## config.mk

```make
export PLATFORM = sky130hd
export DESIGN_NAME = sparse_read_expander
export DESIGN_NICKNAME = d
export VERILOG_FILES = /design/src/rtl/sparse_read_expander.sv
export SDC_FILE = /design/constraint.sdc
export NUM_CORES = 1
export LEC_CHECK = 0
export BUFFER_PORTS_ARGS = -buffer_cell sky130_fd_sc_hd__buf_2
export CAP_MARGIN = 20
export CORE_MARGIN = 4
export CORE_UTILIZATION = 31
export DETAILED_ROUTE_END_ITERATION = 10
export PLACE_DENSITY_LB_ADDON = 0.1
export SLEW_MARGIN = 20
export SYNTH_ARGS = -nofsm -noshare
export SYNTH_HDL_FRONTEND = slang
export SYNTH_SLANG_ARGS = --single-unit
```

## constraint.sdc

```tcl
create_clock -name clk -period 4.4 [get_ports clk]
set_clock_uncertainty 0.15 [all_clocks]
set_input_delay 0.22 -clock clk [delete_from_list [all_inputs] [get_ports clk]]
set_output_delay 0.22 -clock clk [all_outputs]
set_load 0.005 [all_outputs]
```

## src/rtl/sparse_read_expander.sv

```systemverilog
// Sparse read expander: walks a compacted {idx,value} memory and rebuilds
// the dense stream, zero-filling suppressed positions.
//
// Ports:
//   clk, reset   : rising-edge clock, synchronous active-high reset
//   start        : 1-cycle pulse, latches num_entries/dense_len when idle
//   num_entries  : number of stored entries (addr 0 upward)
//   dense_len    : number of dense words to emit
//   rd_en/addr   : compacted memory read strobe and address
//   rd_data      : {idx,value}, valid one cycle after rd_en
//   out_*        : dense word stream, valid/ready handshake
//   busy/done/err: run status; err is sticky until the next accepted start
module sparse_read_expander #(
    parameter int DATA_W = 48,
    parameter int IDX_W  = 10,
    parameter int ADDR_W = 10
) (
    input  logic                    clk,
    input  logic                    reset,
    input  logic                    start,
    input  logic [ADDR_W:0]         num_entries,
    input  logic [IDX_W:0]          dense_len,
    output logic                    rd_en,
    output logic [ADDR_W-1:0]       rd_addr,
    input  logic [IDX_W+DATA_W-1:0] rd_data,
    output logic                    out_valid,
    input  logic                    out_ready,
    output logic [DATA_W-1:0]       out_data,
    output logic [IDX_W-1:0]        out_idx,
    output logic                    busy,
    output logic                    done,
    output logic                    err
);

    typedef enum logic [2:0] {
        IDLE,
        FETCH,
        WAIT,
        EMIT,
        DONE
    } state_t;

    state_t state;

    logic [ADDR_W:0]   cnt;
    logic [ADDR_W:0]   ptr;
    logic [IDX_W:0]    len;
    logic [IDX_W:0]    pos;
    logic [IDX_W-1:0]  ent_idx;
    logic [DATA_W-1:0] ent_val;
    logic              have_ent;

    logic [IDX_W-1:0]  rd_idx;
    logic [DATA_W-1:0] rd_val;
    logic [IDX_W:0]    rd_idx_w;
    logic [IDX_W:0]    ent_idx_w;
    logic [IDX_W:0]    pos_nxt;
    logic [IDX_W:0]    len_m1;
    logic [ADDR_W:0]   ptr_nxt;
    logic              last;
    logic              consumed;
    logic              more;
    logic              left_over;
    logic              nxt_hit;
    logic              hs;

    assign rd_idx    = rd_data[IDX_W+DATA_W-1:DATA_W];
    assign rd_val    = rd_data[DATA_W-1:0];
    assign rd_idx_w  = {1'b0, rd_idx};
    assign ent_idx_w = {1'b0, ent_idx};
    assign pos_nxt   = pos + 1'b1;
    assign len_m1    = len - 1'b1;
    assign ptr_nxt   = ptr + 1'b1;
    assign last      = (pos == len_m1);
    assign consumed  = have_ent && (ent_idx_w == pos);
    // Another entry remains to be fetched after the current one.
    assign more      = (ptr_nxt < cnt);
    // Guard: entries still unread when the dense stream ends.
    assign left_over = have_ent ? (!consumed || more) : (ptr < cnt);
    // Held entry lands on the next dense position.
    assign nxt_hit   = have_ent && !consumed && (ent_idx_w == pos_nxt);
    assign hs        = out_valid && out_ready;

    always_ff @(posedge clk) begin
        if (reset) begin
            state     <= IDLE;
            rd_en     <= 1'b0;
            rd_addr   <= '0;
            out_valid <= 1'b0;
            out_data  <= '0;
            out_idx   <= '0;
            busy      <= 1'b0;
            done      <= 1'b0;
            err       <= 1'b0;
            cnt       <= '0;
            len       <= '0;
            pos       <= '0;
            ptr       <= '0;
            ent_idx   <= '0;
            ent_val   <= '0;
            have_ent  <= 1'b0;
        end else begin
            unique case (state)
                IDLE: begin
                    done <= 1'b0;
                    if (start) begin
                        cnt      <= num_entries;
                        len      <= dense_len;
                        pos      <= '0;
                        ptr      <= '0;
                        have_ent <= 1'b0;
                        err      <= 1'b0;
                        busy     <= 1'b1;
                        if (dense_len == '0) begin
                            done  <= 1'b1;
                            state <= DONE;
                        end else if (num_entries == '0) begin
                            out_valid <= 1'b1;
                            out_idx   <= '0;
                            out_data  <= '0;
                            state     <= EMIT;
                        end else begin
                            rd_en   <= 1'b1;
                            rd_addr <= '0;
                            state   <= FETCH;
                        end
                    end
                end
                FETCH: begin
                    rd_en <= 1'b0;
                    state <= WAIT;
                end
                WAIT: begin
                    ent_idx  <= rd_idx;
                    ent_val  <= rd_val;
                    have_ent <= 1'b1;
                    if (rd_idx_w < pos || rd_idx_w >= len) begin
                        err   <= 1'b1;
                        done  <= 1'b1;
                        state <= DONE;
                    end else begin
                        out_valid <= 1'b1;
                        out_idx   <= pos[IDX_W-1:0];
                        out_data  <= (rd_idx_w == pos) ? rd_val : '0;
                        state     <= EMIT;
                    end
                end
                EMIT: begin
                    if (hs) begin
                        if (last) begin
                            out_valid <= 1'b0;
                            done      <= 1'b1;
                            state     <= DONE;
                            if (left_over) begin
                                err <= 1'b1;
                            end
                        end else begin
                            pos     <= pos_nxt;
                            out_idx <= pos_nxt[IDX_W-1:0];
                            if (consumed) begin
                                ptr      <= ptr_nxt;
                                have_ent <= 1'b0;
                                if (more) begin
                                    out_valid <= 1'b0;
                                    rd_en     <= 1'b1;
                                    rd_addr   <= ptr_nxt[ADDR_W-1:0];
                                    state     <= FETCH;
                                end else begin
                                    out_data <= '0;
                                end
                            end else begin
                                out_data <= nxt_hit ? ent_val : '0;
                            end
                        end
                    end
                end
                DONE: begin
                    done  <= 1'b0;
                    busy  <= 1'b0;
                    state <= IDLE;
                end
                default: begin
                    state <= IDLE;
                end
            endcase
        end
    end

endmodule

```

==> metrics.txt <==
run status=completed; cts hold-fix bufs=89; # Max-Cap Violations=0; utilization after layout=0.4016; Routed wire per std cell=18.36 µm; worst path buffer plus inverter count=1; Final nets=1483; placed cell count=1638; post-synth cell types=66; IO Pins=157; # diodes=0; GRT Residual Overflow=0; post-route setup slack=0.6557 ns; drt pass-1 iters=4; CP required=4.55 ns; initial DRC count=439; crit path cell chain=ha_1 > nand3_1 > xnor2_1 > inv_1 > ha_1 > a21oi_1 > o21ai_0 > a221oi_1 > o21ai_0 > a2111o_1 > a2bb2oi_2 > o22ai_1; fin cells=1759; post-route cell area=0.01203 mm²; initial antenna violation count=0; clock slew seen by the registers of the worst setup and hold paths=0.08 ns; Max stage delay on crit path=0.48 ns; Die X=183.0 µm; FF-to-FF setup slack=roughly 0.66 ns; Final min period=3.744 ns; placed cell area=0.01053 mm²; Buffers on Ports=156; dpl ws=around 0.68 ns; antenna-violating nets left=0; largest net degree at the start of global routing=72; Mean Syn Cell Area=about 8.1 µm²; Syn Inst Count=1168; slowest CP cell=dfxtp_1; critical path's top delay family=compound AO/OA/AOI/OAI gates; Root Buffer=clkbuf_16; Post-Syn Area=~0.0095 mm²; leak pwr=roughly 4.6 nW; Crit path depth=12; Slew Viols, Final=0; Synth area leader=dfxtp_1; syn_nets=1295; max_slew headroom=0.3157; Max clock buf depth=2; first-pass GRT wire length=50780 µm; worst reg2reg path startpoint=ptr[0]; Overall Power=6.121 mW; Top Usage Layer GRT=met2; Die Y=183.0 µm; origin of the worst setup path=ptr[0]; Slew @ Worst Pin=1.025 ns; gpl congestion=0.7924; Tcrit/Tclk final=0.8510; ys flop type=dfxtp_1; H-tree level count=4; CP arrival=3.89 ns; CTS buffer count=17; met3 GRT Util=0.04225; met2 GRT Util=0.2973; hold_sp=ent_val[13]; gr usage total=0.1885; vias in the first global route=9005; Resized Gates After CTS=0; crit-path max FO=10; sequential share of the synthesized area=0.3776; Die Footprint=roughly 0.033 mm²; CTS tree=done; ranking of synthesized cells by area=dfxtp_1, a21oi_1, nand2_1; total number of vias=9195; pwr dens=a little over 500 mW/mm²; Hold Crit Depth=2; Routed WL=around 32000 µm; post-synth top area share=0.3776; # DRC=0; Synth-to-Final Area Change=26.75%; initial core utilization=0.3168; Peak Freq=267.1 MHz; Setup Fix Bufs, Post-CTS=0; crit path kind=register to register; layout cell share with drive strength beyond 1=0.1812; VDD IR max=297.8 µV; Vias/cell=5.227; Core Region=0.02995 mm²; Async S/R FF share, synth=0; hold_ws=just over 0.3 ns; count of state elements after synthesis=between 150 and 200; # setup viols final=0; critical path capture point type=register; hpwl dp=21980 µm; RSZ-0062 raised after global routing=no; Clock Latency Late Sink=0.44 ns; setup TNS=0 ns; Sink Count=between 150 and 200; Synth warnings=0; Worst Setup Start Kind=register; final hold violations=0; Post-synth EDFFs=0; M1 GR Usage=0.2618; worst hold path type=register to register; Worst R2R Path Depth=12; # rows=63
synthesized netlist by cell type, types with 3 or more instances:
master       n
or2_2        4
nand4_1     23
clkbuf_1    67
and2_1       4
a31oi_1      3
o21a_1       4
o21ai_0     20
nor2b_1      7
buf_2       20
a211oi_2    21
buf_6        4
a211o_1      5
a21o_1       8
o41ai_1      3
dfxtp_1    179
nand3_1     28
nand2b_1     7
nor2_1      38
and3_1       3
nor3_1      16
o22ai_1     12
o2111ai_1    5
nor4_1       8
o221ai_1     8
a21oi_1    162
a32oi_1     48
buf_4        3
o211ai_1     3
and4_1       5
ha_1        43
o31a_1       3
a41oi_1      4
a211oi_1    34
or3_1        5
mux2i_1     13
xnor2_1     33
inv_1       52
xor2_1      12
nand2_1    216
flip-flops by register name (all words and copies together), names as in the netlist, 3 cells and up:
signal    cells
ent_val      48
ent_idx      10
len          11
out_idx      10
rd_addr      10
pos          11
state         3
ptr          11
cnt          11
out_data     48
cell type report:
type	instances	area (µm²)
Clock inverter	13	165.2
Inverter	53	198.9
Timing Repair Buffer	265	1837
Clock buffer	19	442.9
Fill cell	3121	17920
Multi-Input combinational cell	840	5314
Tap cell	390	488.0
Sequential cell	179	3583
metal layers:
metal / wire [µm] / part of all wire / vias to the layer above
met5: 0 / 0 / -
met4: 601 / 0.019 / 0
met3: 1419 / 0.044 / 30
met2: 14900 / 0.46 / 191
met1: 15370 / 0.48 / 4372
li1: - / - / 4602
worst paths after layout:
| path | endpoint |
|---|---|
| worst max register to register | rd_addr[0] |
| worst min-delay path | ent_val[13] |
| worst min register to register | ent_val[13] |
| worst max-delay path | rd_addr[0] |
placed cells by master (no fill, tap or decap), types with 4 or more instances in the layout:
cell	count
o22ai_1	12
and4_1	5
nor4_1	8
nand2_1	216
a41oi_1	4
a211o_1	5
and2_1	4
clkbuf_16	17
o221ai_1	8
a32oi_1	48
or2_2	4
o21ai_0	20
dlygate4sd3_1	89
xnor2_1	33
nand2b_1	6
nor2b_1	7
buf_2	155
buf_4	20
ha_1	43
nand3_1	28
nor3_1	15
dfxtp_1	179
o2111ai_1	5
nand4_1	23
a21o_1	8
a211oi_2	21
xor2_1	12
nor2_1	37
o21a_1	4
mux2i_1	13
a21oi_1	161
a211oi_1	34
or3_1	5
inv_1	52
logic make-up after synthesis:
family | share of synthesized area
buffers and inverters | 0.06592
AO/OA/AOI/OAI | 0.2601
multiplexers | 0.01371
adder cells (fa/ha/maj) | 0.05669
AND/OR/NAND/NOR | 0.1827
flip-flops | 0.3776
XOR/XNOR | 0.04324
power by group:
group	internal [mW]	leakage, nW	switching (mW)
Combinational	0.871	2.82	1.44
Clock	0.875	0.293	0.733
Sequential	1.94	1.45	0.263
worst reg2reg max path, stage by stage (launching register included):
cell	delay, ns
dfxtp_1	0.48
ha_1	0.30
nand3_1	0.11
xnor2_1	0.27
inv_1	0.08
ha_1	0.30
a21oi_1	0.14
o21ai_0	0.08
a221oi_1	0.39
o21ai_0	0.28
a2111o_1	0.41
a2bb2oi_2	0.47
o22ai_1	0.15
Note: power is estimated with default switching activity, not from simulation.
